<file path="config.mk">
export PLATFORM = sky130hd
export DESIGN_NAME = hazard_stall_unit
export DESIGN_NICKNAME = d
export VERILOG_FILES = /design/src/rtl/hazard_pkg.sv /design/src/rtl/hazard_stall_unit_sat_counter.sv /design/src/rtl/hazard_stall_unit.sv
export SDC_FILE = /design/constraint.sdc
export NUM_CORES = 1
export LEC_CHECK = 0
export CORE_MARGIN = 4
export CORE_UTILIZATION = 55
export CTS_CLUSTER_DIAMETER = 120
export DETAILED_ROUTE_END_ITERATION = 8
export DONT_BUFFER_PORTS = 1
export PLACE_DENSITY = 0.77
export SYNTH_ARGS = -nofsm -noshare
export SYNTH_HDL_FRONTEND = slang
export SYNTH_SLANG_ARGS = --single-unit
</file>
<file path="constraint.sdc">
create_clock -name clk -period 3.5 [get_ports clk]
set_input_delay 0.7 -clock clk [delete_from_list [all_inputs] [get_ports clk]]
set_output_delay 0.7 -clock clk [all_outputs]
set_load 0.005 [all_outputs]
</file>
<file path="src/rtl/hazard_pkg.sv">
// Shared types and defaults for the pipeline hazard/stall controller.
package hazard_pkg;
  typedef enum logic {RUN, MEM_WAIT} state_t;

  localparam logic [4:0] REG_ZERO        = 5'd0;
  localparam int         CNT_W_DEF       = 16;
  localparam int         MEM_TIMEOUT_DEF = 64;
endpackage

</file>
<file path="src/rtl/hazard_stall_unit_sat_counter.sv">
// Saturating up-counter with synchronous clear; holds at all-ones instead of wrapping.
module sat_counter #(
  parameter int W = 16
) (
  input  logic         clk,
  input  logic         rst,
  input  logic         inc,
  input  logic         clr,
  output logic [W-1:0] count
);
  always_ff @(posedge clk or posedge rst) begin
    if (rst)                       count <= '0;
    else if (clr)                  count <= '0;
    else if (inc && count != '1)   count <= count + W'(1);
  end
endmodule

</file>
<file path="src/rtl/hazard_stall_unit.sv">
// Stall/flush controller for the 5-stage core: load-use bubbles, EX branch flushes,
// multi-cycle data-memory holds, plus a stall-cycle counter and sticky timeout flag.
module hazard_stall_unit
  import hazard_pkg::*;
#(
  parameter int CNT_W       = CNT_W_DEF,
  parameter int MEM_TIMEOUT = MEM_TIMEOUT_DEF
) (
  input  logic             clk,
  input  logic             rst,
  input  logic [4:0]       RsIFID,
  input  logic [4:0]       RtIFID,
  input  logic             useRsIFID,
  input  logic             useRtIFID,
  input  logic             MemReadIDEX,
  input  logic [4:0]       RtIDEX,
  input  logic             branchTakenEX,
  input  logic             memReqEXMEM,
  input  logic             memReady,
  output logic             pcWrite,
  output logic             IFIDWrite,
  output logic             IFIDFlush,
  output logic             IDEXFlush,
  output logic             pipeHold,
  output logic [CNT_W-1:0] stallCycles,
  output logic             memError
);
  localparam int WAIT_W = $clog2(MEM_TIMEOUT + 1);

  state_t            state, state_nxt;
  logic              mem_stall, load_use;
  logic [WAIT_W-1:0] wait_cnt;

  assign mem_stall = memReqEXMEM && !memReady;
  assign load_use  = MemReadIDEX && (RtIDEX != REG_ZERO) &&
                     ((useRsIFID && RsIFID == RtIDEX) || (useRtIFID && RtIFID == RtIDEX));

  // Memory hold outranks everything: a held branch/load-use is re-evaluated once it lifts.
  always_comb begin
    pcWrite   = 1'b1;
    IFIDWrite = 1'b1;
    IFIDFlush = 1'b0;
    IDEXFlush = 1'b0;
    pipeHold  = 1'b0;
    if (mem_stall) begin
      pcWrite   = 1'b0;
      IFIDWrite = 1'b0;
      pipeHold  = 1'b1;
    end else if (branchTakenEX) begin
      IFIDFlush = 1'b1;
      IDEXFlush = 1'b1;
    end else if (load_use) begin
      pcWrite   = 1'b0;
      IFIDWrite = 1'b0;
      IDEXFlush = 1'b1;
    end
  end

  always_comb begin
    state_nxt = state;
    case (state)
      RUN:      if (mem_stall) state_nxt = MEM_WAIT;
      MEM_WAIT: if (memReady || !memReqEXMEM) state_nxt = RUN;
      default:  state_nxt = RUN;
    endcase
  end

  always_ff @(posedge clk or posedge rst) begin
    if (rst) state <= RUN;
    else     state <= state_nxt;
  end

  sat_counter #(.W(CNT_W)) u_stall_cnt (
    .clk   (clk),
    .rst   (rst),
    .inc   (!pcWrite),
    .clr   (1'b0),
    .count (stallCycles)
  );

  // Counts consecutive stalled cycles; restarts whenever the FSM heads back to RUN.
  sat_counter #(.W(WAIT_W)) u_wait_cnt (
    .clk   (clk),
    .rst   (rst),
    .inc   (mem_stall),
    .clr   (state_nxt == RUN),
    .count (wait_cnt)
  );

  always_ff @(posedge clk or posedge rst) begin
    if (rst)                                                  memError <= 1'b0;
    else if (mem_stall && wait_cnt == WAIT_W'(MEM_TIMEOUT - 1)) memError <= 1'b1;
  end
endmodule

</file>
==> results.toml <==
[run]
maxCapViolations = 0

[power_and_ir_drop]
power.density_nw_per_um2 = 440.9
power_leakage_nw = 0.6397
seqPwrFrac_pct = 62.1
internal-power_uw = 430.1
peakVddDrop_v = 0.0003095
p_switching_uw = 187.7
clockPowerShare_pct = 22.6
switching_share_pct = 30.38
combPwrFrac_pct = 15.3

[finish]
multiInputGateArea_um2 = 710.7
area_growth_pct = 2.658
mostFrequentLayoutCell = "dfrtp_1"
drive_above_1_share_pct = 11.36
fill_cells = 210
seqCellArea_um2 = 600.6
diodes = 0
final_area_um2 = 1401
layout_common_cells = "24 x dfrtp_1, 16 x xor2_1, 12 x nand2_1, 12 x nor2_1, 12 x xnor2_1"
nNetsFinal = 158

[clock_tree]
cts_buffer_depth = 2
h-tree-depth = 1
post_cts_buffers = 0
ctsHoldBuffers = 0
path_clk_slew_ps = 130
cts_tree = "built"
numCtsBuffers = 3
cts.sinks = 24
cts_resized = 0
clk-insertion-delay-late_ps = 300
root_buffer = "clkbuf_4"

[place]
hpwl_um = 1908
place_area_um2 = 1365
io_buffer_count = 0
place_congestion = 0.7602
dp_worst_setup_slack_ps = 1080

[routing]
routed_via_density = 5.975
drt-pass1-iter-count = 4
finalWirelength_um = 2432
drt_iter0_drc = 20
vias = 956
postRouteAntennaNets = 0
drc = 0
drt-wirelength-per-cell_um = 15.20

[synth]
syn-num-nets = 157
synth_area_um2 = 1365
syn_inst = 132
synth.avg_cell_area_um2 = 10.34
ys_warn_count = 0
ys_top_cells_by_area = "dfrtp_1 44%, xor2_1 10%, xnor2_1 7.7%"
yosysSeqAreaShare_pct = 44.00
ys_ff_latch = 24
yosys.area.top_type = "dfrtp_1"
synth.top_cell.area_share_pct = 44.00
synth_cell_type_count = 30

[timing]
slew_violations = 0
whs_ps = 456.9
hold_violations = 0
rsz0062_at_grt = "false"
setup_ws_ps = 1078
period_needed_ps = 2422
tightest_slew_ps = 885.6
setup_violations = 0
skew_ps = 8.629
fin_tns_setup_ps = 0
relSlewSlack_pct = 40.89
post-route-period-util_pct = 69.20
max_freq_ghz = 0.4129

[die]
coreArea_um2 = 2297
die_w_um = 57.82
die_h_um = 57.82
start_util_pct = 59.42
ios = 45
die_area_um2 = 3343
rows = 17

[grt]
grt_pass1_wl_um = 4416
first_global_vias = 1018
antenna_found_initial = 0
grt_overflow = 0
grt_max_degree = 25
track_usage_pct = 16.50

[worst_setup_path]
critical_path_class = "primary input to output pin"
cp-start-kind = "primary input"
crit_path_end_kind = "output pin"
crit_arrival_ps = 1720
required_ps = 2800
worstPathMaxFanout = 17

[hold_path]
min_path_type = "primary input to asynchronous set/reset pin"

[run_status]
status = "finished clean"
worst max-delay path: stages:
cell      delay (ps)
nand2b_1         240
inv_1            170
a41oi_4          610
synthesized netlist by cell type (all sizes together):
cell,instances
nand2,12
xor2,16
o21ai,2
ha,2
a41oi,1
a31oi,3
dfrtp,24
buf,4
inv,5
nor4,3
and3,6
o22ai,1
nor3,9
nand4,5
nor2,12
mux2,1
nand2b,1
and2b,1
nand3,6
xnor2,12
nor3b,1
and2,1
a311o,1
a21o,1
nor4b,1
a21oi,1
power by group through the flow:
stage / logic [mW] / registers (mW) / clock network [mW]
floorplan: 0.0853 / 0.374 / 0
global placement: 0.0917 / 0.389 / 0
detailed placement: 0.0956 / 0.391 / 0
CTS: 0.0962 / 0.386 / 0.143
global route: 0.112 / 0.393 / 0.160
finish: 0.0942 / 0.384 / 0.140
final cells by class:
class                   instances  share of cell area, %
well taps                      28                  2.500
flip-flops and latches         24                  42.86
clock buffers                   4                  2.589
multi-input cells              99                  50.71
inverters                       5                  1.339
registers in the layout, indices dropped and copies added (netlist names):
| register | flops |
|---|---|
| u_stall_cnt.count | 16 |
| memError | 1 |
| u_wait_cnt.count | 7 |
through the flow:
| stage | power [mW] | utilization (%) | cells |
|---|---|---|---|
| after global placement | 0.4811 | 59.42 | 156 |
| after detailed placement | 0.4864 | 59.42 | 156 |
| final | 0.6179 | 61.00 | 160 |
| after CTS | 0.6252 | 61.00 | 160 |
| after floorplan | 0.4592 | - | 132 |
| after global routing | 0.6650 | 61.00 | 160 |
final timing paths:
path / startpoint / slack [ps] / depth (start not counted) / endpoint
setup / recovery: memReady / 1080 / 3 / pcWrite
hold / removal: rst / 460 / 1 / u_wait_cnt.count[4]
setup reg to reg: u_stall_cnt.count[0] / 1420 / 6 / u_stall_cnt.count[1]
hold reg to reg: memError / 500 / 1 / memError
max in group asynchronous: rst / 2500 / 1 / u_stall_cnt.count[5]
min in group clk: memError / 500 / 1 / memError
per-layer routing:
layer / up-vias / track usage [%] / share of wire (%)
met5: - / 0 / 0
met4: 0 / 4.967 / 1.9
met3: 6 / 3.786 / 6.6
met2: 28 / 30.32 / 52
met1: 467 / 18.87 / 39
li1: 455 / - / -
logic make-up after synthesis:
logic type	after synthesis	share of synthesized area (%)
simple gates	58	24.75
xor+xnor	28	17.96
flops	24	44.00
compound gates	10	6.691
buf+inv	9	3.941
fa+ha+maj	2	1.833
mux	1	0.8249
Power figures use the tool's default switching activity.
